## src/rtl/ifetch_queue_if.sv

```systemverilog
// ifetch_queue_if: bundles the two handshakes of the instruction-fetch stage.
//   Memory side : imem_req/imem_addr out, imem_ack/imem_rdata back.
//   Decode side : ir_valid/ir_data/ir_pc out, ir_ready back.
// master = the fetch stage itself, slave = memory model plus decode consumer.
interface ifetch_queue_if;
  logic        imem_req;
  logic [31:2] imem_addr;
  logic        imem_ack;
  logic [31:0] imem_rdata;
  logic        ir_valid;
  logic        ir_ready;
  logic [31:0] ir_data;
  logic [31:2] ir_pc;

  modport master (
    output imem_req, imem_addr,
    input  imem_ack, imem_rdata,
    output ir_valid, ir_data, ir_pc,
    input  ir_ready
  );

  modport slave (
    input  imem_req, imem_addr,
    output imem_ack, imem_rdata,
    input  ir_valid, ir_data, ir_pc,
    output ir_ready
  );
endinterface

```

## src/rtl/ifetch_queue.sv

```systemverilog
// ifetch_queue: instruction-fetch stage sitting right after the PC register.
// Fetches the word at PC with a single outstanding req/ack read, buffers the
// returned instruction together with its address in a DEPTH-entry circular
// queue, and presents the queue head to decode.
//
// Ports:
//   clk        rising-edge clock
//   rst        asynchronous active-low reset
//   PC         current fetch word address
//   pc_en      one-cycle pulse: current PC was fetched, PC register may advance
//   flush      redirect: drops queued entries and the in-flight fetch
//   bus        ifetch_queue_if.master (imem_* request side, ir_* decode side)
//   fsm_state  debug view of the fetch FSM (0 IDLE, 1 WAIT, 2 DROP)
//   fetch_cnt  (IFETCH_STATS_EN only) count of acks that were enqueued
//   drop_cnt   (IFETCH_STATS_EN only) count of acks discarded after a flush
//
// Optional feature: define IFETCH_STATS_EN to add the fetch_cnt/drop_cnt
// counters and ports. Without it the block behaves identically minus those.
//
// Handshakes: imem_req is a request that, once raised, holds together with
// imem_addr until the cycle imem_ack is high; that cycle completes it.
// ir_valid/ir_ready transfer the head entry on any cycle both are high;
// ir_ready while ir_valid is low has no effect.
module ifetch_queue #(
  parameter int DEPTH = 4,
  parameter int PTR_W = 2
) (
  input  logic          clk,
  input  logic          rst,
  input  logic [31:2]   PC,
  output logic          pc_en,
  input  logic          flush,
  ifetch_queue_if.master bus,
`ifdef IFETCH_STATS_EN
  output logic [31:0]   fetch_cnt,
  output logic [31:0]   drop_cnt,
`endif
  output logic [1:0]    fsm_state
);

  typedef enum logic [1:0] {
    IDLE = 2'd0,
    WAIT = 2'd1,
    DROP = 2'd2
  } state_t;

  localparam logic [PTR_W:0] FULL = (PTR_W + 1)'(DEPTH);

  state_t state, state_next;

  logic [PTR_W-1:0] rd_ptr, wr_ptr;
  logic [PTR_W:0]   count;
  logic [31:0]      data_mem [DEPTH];
  logic [31:2]      pc_mem   [DEPTH];

  logic issue;     // launch a request this cycle
  logic enq;       // non-flushed ack: write into the queue
  logic deq;       // decode takes the head
  logic ack_drop;  // ack whose data is thrown away

  // ---------------------------------------------------------------- FSM
  always_ff @(posedge clk or negedge rst) begin
    if (!rst) state <= IDLE;
    else      state <= state_next;
  end

  always_comb begin
    state_next = state;
    issue      = 1'b0;
    enq        = 1'b0;
    ack_drop   = 1'b0;
    pc_en      = 1'b0;
    case (state)
      IDLE: begin
        // Fullness is only checked here; with one fetch in flight the
        // eventual enqueue is guaranteed a free slot.
        if (!flush && (count < FULL)) begin
          issue      = 1'b1;
          state_next = WAIT;
        end
      end
      WAIT: begin
        if (bus.imem_ack) begin
          state_next = IDLE;
          if (flush) begin
            ack_drop = 1'b1;
          end else begin
            enq   = 1'b1;
            pc_en = 1'b1;
          end
        end else if (flush) begin
          // Request cannot be withdrawn, so wait for its ack and bin it.
          state_next = DROP;
        end
      end
      DROP: begin
        if (bus.imem_ack) begin
          ack_drop   = 1'b1;
          state_next = IDLE;
        end
      end
      default: state_next = IDLE;
    endcase
  end

  assign fsm_state = state;

  // ------------------------------------------------------ request port
  always_ff @(posedge clk or negedge rst) begin
    if (!rst) begin
      bus.imem_req  <= 1'b0;
      bus.imem_addr <= '0;
    end else if (issue) begin
      bus.imem_req  <= 1'b1;
      bus.imem_addr <= PC;
    end else if ((state != IDLE) && bus.imem_ack) begin
      bus.imem_req  <= 1'b0;
    end
  end

  // -------------------------------------------------------------- queue
  assign deq          = bus.ir_valid && bus.ir_ready;
  assign bus.ir_valid = (count != '0);
  assign bus.ir_data  = data_mem[rd_ptr];
  assign bus.ir_pc    = pc_mem[rd_ptr];

  // Flush wins over a same-cycle enqueue or dequeue.
  always_ff @(posedge clk or negedge rst) begin
    if (!rst) begin
      rd_ptr <= '0;
      wr_ptr <= '0;
      count  <= '0;
    end else if (flush) begin
      rd_ptr <= '0;
      wr_ptr <= '0;
      count  <= '0;
    end else begin
      if (enq) wr_ptr <= wr_ptr + 1'b1;
      if (deq) rd_ptr <= rd_ptr + 1'b1;
      case ({enq, deq})
        2'b10:   count <= count + 1'b1;
        2'b01:   count <= count - 1'b1;
        default: count <= count;
      endcase
    end
  end

  // Storage is cleared on reset so the idle head reads as zero.
  always_ff @(posedge clk or negedge rst) begin
    if (!rst) begin
      for (int i = 0; i < DEPTH; i++) begin
        data_mem[i] <= '0;
        pc_mem[i]   <= '0;
      end
    end else if (enq && !flush) begin
      data_mem[wr_ptr] <= bus.imem_rdata;
      pc_mem[wr_ptr]   <= bus.imem_addr;
    end
  end

`ifdef IFETCH_STATS_EN
  // ---------------------------------------------------------- counters
  always_ff @(posedge clk or negedge rst) begin
    if (!rst) begin
      fetch_cnt <= '0;
      drop_cnt  <= '0;
    end else begin
      if (enq)      fetch_cnt <= fetch_cnt + 32'd1;
      if (ack_drop) drop_cnt  <= drop_cnt + 32'd1;
    end
  end
`endif

endmodule

```

## src/flat_wrapper.sv

```systemverilog
// flat-port wrapper written by rule: the top's interface ports become plain ports
module ifetch_queue_flat 
#(
  parameter int DEPTH = 4,
  parameter int PTR_W = 2
)
  (clk, rst, PC, pc_en, flush, fsm_state, bus_imem_req, bus_imem_addr, bus_imem_ack, bus_imem_rdata, bus_ir_valid, bus_ir_data, bus_ir_pc, bus_ir_ready);
  ifetch_queue_if bus_i ();
  input  logic clk;
  input  logic rst;
  input  logic [31:2] PC;
  output logic pc_en;
  input  logic flush;
  output logic [1:0] fsm_state;
  output wire logic [$bits(bus_i.imem_req)-1:0] bus_imem_req;
  output wire logic [$bits(bus_i.imem_addr)-1:0] bus_imem_addr;
  input wire logic [$bits(bus_i.imem_ack)-1:0] bus_imem_ack;
  input wire logic [$bits(bus_i.imem_rdata)-1:0] bus_imem_rdata;
  output wire logic [$bits(bus_i.ir_valid)-1:0] bus_ir_valid;
  output wire logic [$bits(bus_i.ir_data)-1:0] bus_ir_data;
  output wire logic [$bits(bus_i.ir_pc)-1:0] bus_ir_pc;
  input wire logic [$bits(bus_i.ir_ready)-1:0] bus_ir_ready;
  assign bus_imem_req = bus_i.imem_req;
  assign bus_imem_addr = bus_i.imem_addr;
  assign bus_i.imem_ack = bus_imem_ack;
  assign bus_i.imem_rdata = bus_imem_rdata;
  assign bus_ir_valid = bus_i.ir_valid;
  assign bus_ir_data = bus_i.ir_data;
  assign bus_ir_pc = bus_i.ir_pc;
  assign bus_i.ir_ready = bus_ir_ready;
  ifetch_queue #(.DEPTH(DEPTH), .PTR_W(PTR_W)) u_core (.clk(clk), .rst(rst), .PC(PC), .pc_en(pc_en), .flush(flush), .bus(bus_i), .fsm_state(fsm_state));
endmodule
```

## config.mk

```make
export PLATFORM = sky130hd
export DESIGN_NAME = ifetch_queue_flat
export DESIGN_NICKNAME = d
export VERILOG_FILES = /design/src/rtl/ifetch_queue_if.sv /design/src/rtl/ifetch_queue.sv /design/src/flat_wrapper.sv
export SDC_FILE = /design/constraint.sdc
export NUM_CORES = 1
export LEC_CHECK = 0
export ABC_CLOCK_PERIOD_IN_PS = 4900
export CORE_UTILIZATION = 30
export DETAILED_ROUTE_END_ITERATION = 7
export PLACE_DENSITY = 0.6
export SLEW_MARGIN = 40
export SYNTH_ARGS = -nofsm -noshare
export SYNTH_HDL_FRONTEND = slang
export SYNTH_SLANG_ARGS = --single-unit
export TNS_END_PERCENT = 30
```

## constraint.sdc

```tcl
create_clock -name clk -period 4.9 [get_ports clk]
set_input_delay 0.735 -clock clk [delete_from_list [all_inputs] [get_ports clk]]
set_output_delay 0.735 -clock clk [all_outputs]
set_load 0.005 [all_outputs]
```

==> run summary, run 1 <==
The analysis attributes to cell leakage a power of 6.982 nW. The relative area change from synthesis to final layout is 27.74%. In this run the critical register-to-register path is captured at u_core.pc_mem[3]$_DFFE_PN0P_. The tightest min-delay check is of the input port to asynchronous set/reset pin type.

The depth of the worst register-to-register path is 5. The post-cts sizing count came out at 0. The tightest slew margin relative to the limit is 49.40%. The post-route fraction of the period consumed by the critical path is 72.30%. The number of pins with negative max-slew slack in the final report is 0. The initial core utilization came out at 30.66%. After synthesis, the netlist uses 31 different library cells. The worst reg-to-reg setup slack is 2.22 ns. The post-synthesis average cell area came out at 17.12 sq um. The worst path arrival time came out at 2.81 ns. The Yosys step of the flow raised 0 warnings. Data on the critical path is required at its endpoint by 4.16 ns. The synthesis-stage register bit count came out at 288.

The standard cell core area came out at 40100 sq um. The largest single stage delay on the critical path is 0.80 ns. The worst register-to-register path begins at u_core.fsm_state[1]$_DFFE_PN0P_. Row generation in the floorplan step produced 73 rows. The number of violations reported at the end of detailed-routing iteration 0 is 224. Based on the critical path, the design can be clocked at up to 282.3 MHz. Setup repair after global routing left no endpoint under its margin. In this run the tool buffered the top-level ports with 163 buffer cells. The hold buffer count at cts is 0. The type of element capturing the critical path is an output pin. The largest net degree at the start of global routing came out at 89. The horizontal die dimension came out at 204.4 um. The repair_antennas step left the layout with diodes totalling 0. The critical path is of the register to output pin type. STA classifies the critical path startpoint as a register. The via count of the first global-routing pass came out at 7464. The number of levels in the clock H-tree is 2. The critical path contains buffers and inverters numbering 2 combined. The number of failing hold endpoints at the final stage came to 0. The initial antenna violation count is 0. The setup TNS is 0 ns. TritonCTS created 35 clock buffers.

The number of enable flip-flop cells after synthesis is 0. The detailed-routing iteration count for the pre-antenna-repair pass is 4. The maximum net fanout on the critical path came out at 39. The congestion estimate from routability-driven global placement came to 0.6849.

The floorplan die height came out at 204.4 um. The worst hold slack came out at 0.1050 ns. For this design, the slowest cell found on the critical path is dfrtp_4.

On the final layout, the worst clock skew is 0.01211 ns. The final layout net count came out at 960. The number of post-CTS setup repair buffers came out at 0. The maximum vdd drop came out at 0.0002798 V. The final critical delay including setup and external delays is 3.543 ns. TritonCTS built the clock tree. The most critical setup path has its startpoint at u_core.rd_ptr[0]$_DFFE_PN0P_. The first global-routing pass estimated 42.27 mm of wire. The number of nets in the synthesized netlist is 790. The number of buffers between clock root and the deepest sink is 3. After global routing the overflow that remains totals 0.

The depth of the critical timing path with buffers and inverters included came out at 3. The tree is rooted in a clkbuf_16. The slew of the pin with the lowest slew margin came out at 0.7590 ns. The part of the Yosys area used for sequential elements is 58.61%. The via total after detailed routing is 6812. The flow ran to the end, and the final reports show no timing, DRC or antenna violations. After clock tree synthesis, the clock-pin slew on the worst setup and hold paths is 0.06 ns.

Detailed placement ended at an HPWL of 15.83 mm. The core utilization of the finished layout is 39.17%. Setup violations remaining at the end of the flow were counted as 0. The aggregate routed wire length came out at 26.17 mm.

The share of cells above drive strength 1 is 45.13%. The number of antenna-violating nets in the routed design came out at 0. In the layout the commonest cells are dfrtp_1 (286), mux2_2 (278), clkdlybuf4s50_1 (162).

The count of clock tree sinks came out at 288. The cell count after synthesis came out at 718. The most common flop cell mapped by yosys is dfrtp_1. The share of async-settable or async-resettable flops after synthesis is 100.0%. The cell area power density came out at 506.9 nW/um^2.

Dividing the detail-routed via count by the number of cells gives 4.737. The synthesized cell area is 12300 sq um. The DRC violation count after routing is 0. The reported max-cap violation count is 0. The detail-routed net length per standard cell came out at 18.20 um.

Broken down by cell family, the worst path's largest delay share belongs to buffers and inverters. The die covers 41800 sq um. The total I/O pin count came out at 164.

The clock reaches the later pin of the worst-skew pair after 0.52 ns. Traced cell by cell, the critical path runs through buf_12 > mux4_2 > clkdlybuf4s50_1. The library cell used most frequently in the layout, excluding fill and tap cells, is dfrtp_1. The global-route usage over all layers is 13.01%.
cells by family (layout without fill, tap and decap cells):
logic type	Yosys count	in the layout	synth area share [%]
buffers and inverters	45	240	1.730
and+or+nand+nor	23	23	1.160
muxes	343	343	37.06
adders and majority gates	5	5	0.5699
xor gates and xnor gates	5	5	0.3562
AOI/OAI and AO/OA	9	9	0.5088
DFF	288	288	58.61
flip-flops by register name, summed over array words and instances, names as in the netlist:
name,count
u_core.count,3
u_core.fsm_state,2
u_core.rd_ptr,2
u_core.pc_mem,120
u_core.bus.imem_addr,30
u_core.wr_ptr,2
u_core.bus.imem_req,1
u_core.data_mem,128
metrics by stage:
stage	power (W)	setup slack (ns)	cells	cell area [sq um]
CTS	0.008115	1.225	1438	15710
global route	0.008432	1.158	1438	15710
floorplan	0.004341	2.601	718	12300
finish	0.007962	1.357	1438	15710
detailed placement	0.005538	1.439	1376	14590
global placement	0.005492	1.502	1375	14540
power breakdown:
part / leakage [nW] / internal (W) / switching, W
clock network: 0.550 / 0.00153 / 0.000982
logic: 2.67 / 0.00148 / 0.000638
registers: 3.76 / 0.00294 / 0.000395
total: 6.98 / 0.00595 / 0.00201
metal layers:
layer	routed length (um)	part of all wire (%)	global-route usage, %
met5	0	0	0
met4	572	2.2	4.638
met3	1102	4.2	2.886
met2	12430	48	20.52
met1	12060	46	17.55
how the worst max path moves through the flow:
| stage | to |
|---|---|
| final | bus_ir_data[16] |
| after global routing | bus_ir_data[25] |
| after CTS | bus_ir_pc[14] |
| after detailed placement | u_core.pc_mem[3]$_DFFE_PN0P_ |
| after global placement | u_core.pc_mem[86]$_DFFE_PN0P_ |
| after floorplan | u_core.count[2]$_DFFE_PN0P_ |
synth_stat cells (2+ instances only):
master	n	area, sq um
a21oi_1	3	15.01
buf_1	2	7.510
mux4_2	62	1396
xor2_1	2	17.52
xnor2_1	3	26.28
nor2_1	7	26.28
inv_1	2	7.510
nand2b_1	2	12.51
mux2i_1	3	30.03
clkbuf_1	6	22.52
dfrtp_1	288	7207
nand2_2	4	25.02
buf_2	35	175.2
nand3b_1	2	15.01
ha_1	4	50.05
mux2_2	278	3131
area by class of cell:
cell class                 count  area (sq um)
fill                        3669         24390
sequential                   288          7212
multi-input combinational    385          4920
timing repair buffer         176          1792
clock buffer                  56          1057
tap                          525         656.9
clock inverter                 6         61.31
inverter                       2         7.507
Note: power is estimated with default switching activity, not from simulation.
==> run 2: changes to the inputs <==
--- a/config.mk
+++ b/config.mk
@@ -5,7 +5,7 @@
 export SDC_FILE = /design/constraint.sdc
 export NUM_CORES = 1
 export LEC_CHECK = 0
-export ABC_CLOCK_PERIOD_IN_PS = 4900
+export ABC_CLOCK_PERIOD_IN_PS = 3400
 export CORE_UTILIZATION = 30
 export DETAILED_ROUTE_END_ITERATION = 7
 export PLACE_DENSITY = 0.6
==> constraint.sdc (replaced) <==
create_clock -name clk -period 3.4 [get_ports clk]
set_input_delay 0.51 -clock clk [delete_from_list [all_inputs] [get_ports clk]]
set_output_delay 0.51 -clock clk [all_outputs]
set_load 0.005 [all_outputs]
==> run 2 against run 1 <==
Compared with the run above:
- global-route usage increased by 0.46 points
- non-clock buffer count rose by 7
- clock power up 55%
- critical endpoint is now bus_ir_data[26]
- largest power group unchanged
- highest routed layer unchanged
==> run summary, run 2 (same netlist as run 1, synthesis figures left out) <==
The via total after detailed routing is 6847 (was 6812). The kind of critical path was register to output pin (unchanged). The detailed-routing iteration count for the pre-antenna-repair pass is 4 (unchanged).

The via count of the first global-routing pass came out at 7549 (was 7464). The setup TNS is 0 ns (unchanged). The post-route fraction of the period consumed by the critical path came out at 88.07%. The DRC violation count after routing came out at 0 (unchanged).

The number of antenna cells inserted came out at 0 (unchanged). The standard cell core area is 40100 sq um (unchanged). The number of antenna-violating nets in the routed design was 0 (unchanged). The switching power is 0.002962 W (was 0.002014 W). The register clock-pin slew on the reported worst setup and hold paths came out at 0.05 ns (was 0.06 ns). The clock period could shrink to 2.994 ns. The count of input and output buffers was 163 (unchanged). The worst hold-check path type is register to register (was input port to asynchronous set/reset pin).

The aggregate routed wire length was 26.84 mm (was 26.17 mm). The leakage power figure was 7.100 nW (was 6.982 nW). The global-route wire length before repair was 43.56 mm (was 42.27 mm).

The critical path capture point was bus_ir_data[26] (was bus_ir_data[16]). The number of CTS-inserted buffers came out at 35 (unchanged). The cell area power density is 740.2 nW/um^2 (was 506.9 nW/um^2).

The number of failing hold endpoints at the final stage came to 0 (unchanged). The maximum net fanout on the critical path is 12 (was 39). The count of clock tree sinks is 288 (unchanged).

The number of rows created at floorplan came out at 73 (unchanged). Biggest registers after layout: u_core.data_mem (128), u_core.pc_mem (120), u_core.bus.imem_addr (30) (unchanged). The slowest cell on the critical path is dfrtp_4 (unchanged).

The horizontal die dimension came out at 204.4 um (unchanged). RSZ-0062 raised after global routing: false (unchanged). The clock latency at the later pin of the worst-skew pair came out at 0.52 ns (about the same). The total of fill cells in the finished design is 3718 (was 3669). The worst path arrival time is 2.48 ns (was 2.81 ns). The part of the total power dissipated in combinational logic came to 26.4% (was 26.6%). The number of buffers between clock root and the deepest sink came out at 3 (unchanged). The first element of the critical path is u_core.rd_ptr[0]$_DFFE_PN0P_ (unchanged).

The register name with the most flops is u_core.data_mem (unchanged). The initial core utilization came out at 30.66% (unchanged). The slack of the critical path came out at 0.4058 ns (was 1.357 ns). The largest net degree at the start of global routing came out at 87 (was 89). The count of final setup violators came to 0 (unchanged).

The floorplan die height is 204.4 um (unchanged). Critical path, cell by cell: buf_4 > mux4_2 > clkdlybuf4s50_1 (was buf_12 > mux4_2 > clkdlybuf4s50_1). The flip-flop count of the largest register, all copies and words added was 128 (unchanged). The number of pins with negative max-slew slack in the final report is 0 (unchanged). The global-route usage over all layers was 13.47% (was 13.01%).

The sum of overflow across all layers after global routing is 0 (unchanged). Commonest cells after routing, fill and taps aside: dfrtp_1 (286), mux2_2 (278), clkdlybuf4s50_1 (162) (unchanged). The last weighted congestion value of the routability-driven placer came out at 0.7108 (was 0.6849). Result of the run: completed (unchanged). The die outline area came to 41800 sq um (unchanged). The TritonCTS clock tree was built (unchanged). The share of cells above drive strength 1 is 46.41% (was 45.13%).

The worst reg-to-reg setup slack is 1.05 ns (was 2.22 ns). The power after layout came out at 0.01175 W (was 0.007962 W). The reported max-cap violation count is 0 (unchanged).

The detail-routed via count per cell came out at 4.738 (was 4.737). The type of element capturing the critical path is an output pin (unchanged). The number of levels in the clock H-tree was 2 (unchanged).

The delay of the slowest cell on the worst path is 0.59 ns (was 0.80 ns). The number of violations reported at the end of detailed-routing iteration 0 came out at 214 (was 224). The source of the worst register-to-register timing path is u_core.count[2]$_DFFE_PN0P_ (was u_core.fsm_state[1]$_DFFE_PN0P_). The total I/O pin count is 164 (unchanged).

The worst setup slack after placement came out at 0.6856 ns (was 1.439 ns). The worst setup skew after layout came out at 0.01074 ns (was 0.01211 ns). The endpoint of the worst register-to-register path is u_core.count[2]$_DFFE_PN0P_ (was u_core.pc_mem[3]$_DFFE_PN0P_). The internal power came out at 0.008792 W (was 0.005948 W).

The most frequent standard cell in the layout excluding fill and tap cells is dfrtp_1 (unchanged). The detail-routed net length per standard cell came to 18.57 um (was 18.20 um). The kind of start point of the critical path is a register (unchanged). The relative area change from synthesis to final layout was 29.14% (was 27.74%).

The required time of the critical path came to 2.89 ns (was 4.16 ns). The maximum clock rate is 334.0 MHz. The depth of the worst register-to-register path is 6 (was 5). The tightest slew margin relative to the limit is 52.56% (was 49.40%).

The proportion of total power due to net switching came to 25.20% (was 25.30%). The library cell used as clock root buffer is clkbuf_16 (unchanged). The final layout net count is 967 (was 960). The slew of the pin with the lowest slew margin is 0.7056 ns (was 0.7590 ns). The post-DP HPWL came out at 16.32 mm (was 15.83 mm). The maximum vdd drop came out at 0.0003761 V (was 0.0002798 V). The share of total power in sequential cells came out at 40.7% (was 41.9%). The number of post-CTS setup repair buffers was 0 (unchanged).

The initial antenna violation count is 0 (unchanged). The fraction of power consumed by the clock network came out at 33.0% (was 31.6%).
## run 2: cell types whose count changed in the layout (fill, tap and decap cells not counted), sizes merged
cell         previous run  this run
buf                    14        20
bufinv                  1         3
clkbuf                 56        50
clkinv                  4         5
clkinvlp                0         3
dlygate4sd3             0         1
## run 2: worst min-delay path by stage
stage	startpoint	end	slack, ns	depth (start not counted)
final	u_core.pc_mem[17]$_DFFE_PN0P_	u_core.pc_mem[17]$_DFFE_PN0P_	0.50	1
after global routing	u_core.data_mem[16]$_DFFE_PN0P_	u_core.data_mem[16]$_DFFE_PN0P_	0.51	1
after CTS	u_core.pc_mem[44]$_DFFE_PN0P_	u_core.pc_mem[44]$_DFFE_PN0P_	0.50	1
after detailed placement	u_core.pc_mem[44]$_DFFE_PN0P_	u_core.pc_mem[44]$_DFFE_PN0P_	0.49	1
after global placement	u_core.pc_mem[38]$_DFFE_PN0P_	u_core.pc_mem[38]$_DFFE_PN0P_	0.48	1
after floorplan	rst	u_core.bus.imem_addr[10]$_DFFE_PN0P_	0.21	0
## run 2: through the flow
step	util [%]	std cells	cell area [sq um]	hold slack (ns)
final	39.60	1445	15880	0.4993
after global routing	39.60	1445	15880	0.5092
after CTS	39.60	1445	15880	0.5002
after detailed placement	36.56	1382	14660	0.4869
after global placement	36.56	1382	14660	0.4814
after floorplan	-	718	12300	0.2144
## run 2: worst max-delay path: cells and delay by family (launching register included)
| kind | cells | cell delay [ns] |
|---|---|---|
| flip-flops | 1 | 0.59 |
| multiplexers | 1 | 0.54 |
| buffers and inverters | 2 | 0.82 |
## run 2: area by class of cell
type                    count  area [sq um]  area share [%]
well taps                 525         656.9           4.137
flip-flops and latches    288          7212           45.42
multi-input cells         385          4902           30.87
inverters                   2         7.507         0.04728
clock inverters            12         146.4          0.9219
repair buffers            183          1889           11.90
clock buffers              50          1065           6.706
## run 2: layer usage
| metal | global-route usage (%) | wire length [um] |
|---|---|---|
| met1 | 18.33 | 12440 |
| met2 | 20.87 | 12590 |
| met3 | 3.635 | 1255 |
| met4 | 4.104 | 554 |
| met5 | 0 | 0 |
## run 2: power groups by stage
stage	registers (W)	logic [W]	clock network, W
after floorplan	0.00464	0.00162	0
after global placement	0.00481	0.00313	0
after detailed placement	0.00484	0.00316	0
after CTS	0.00479	0.00318	0.00403
after global routing	0.00491	0.00336	0.00418
final	0.00478	0.00310	0.00388
## run 2: timing repair
item / in CTS / in global routing
gates resized for setup: 0 / 0
hold endpoints to repair: 66 / 0
hold buffers: 1 / 0
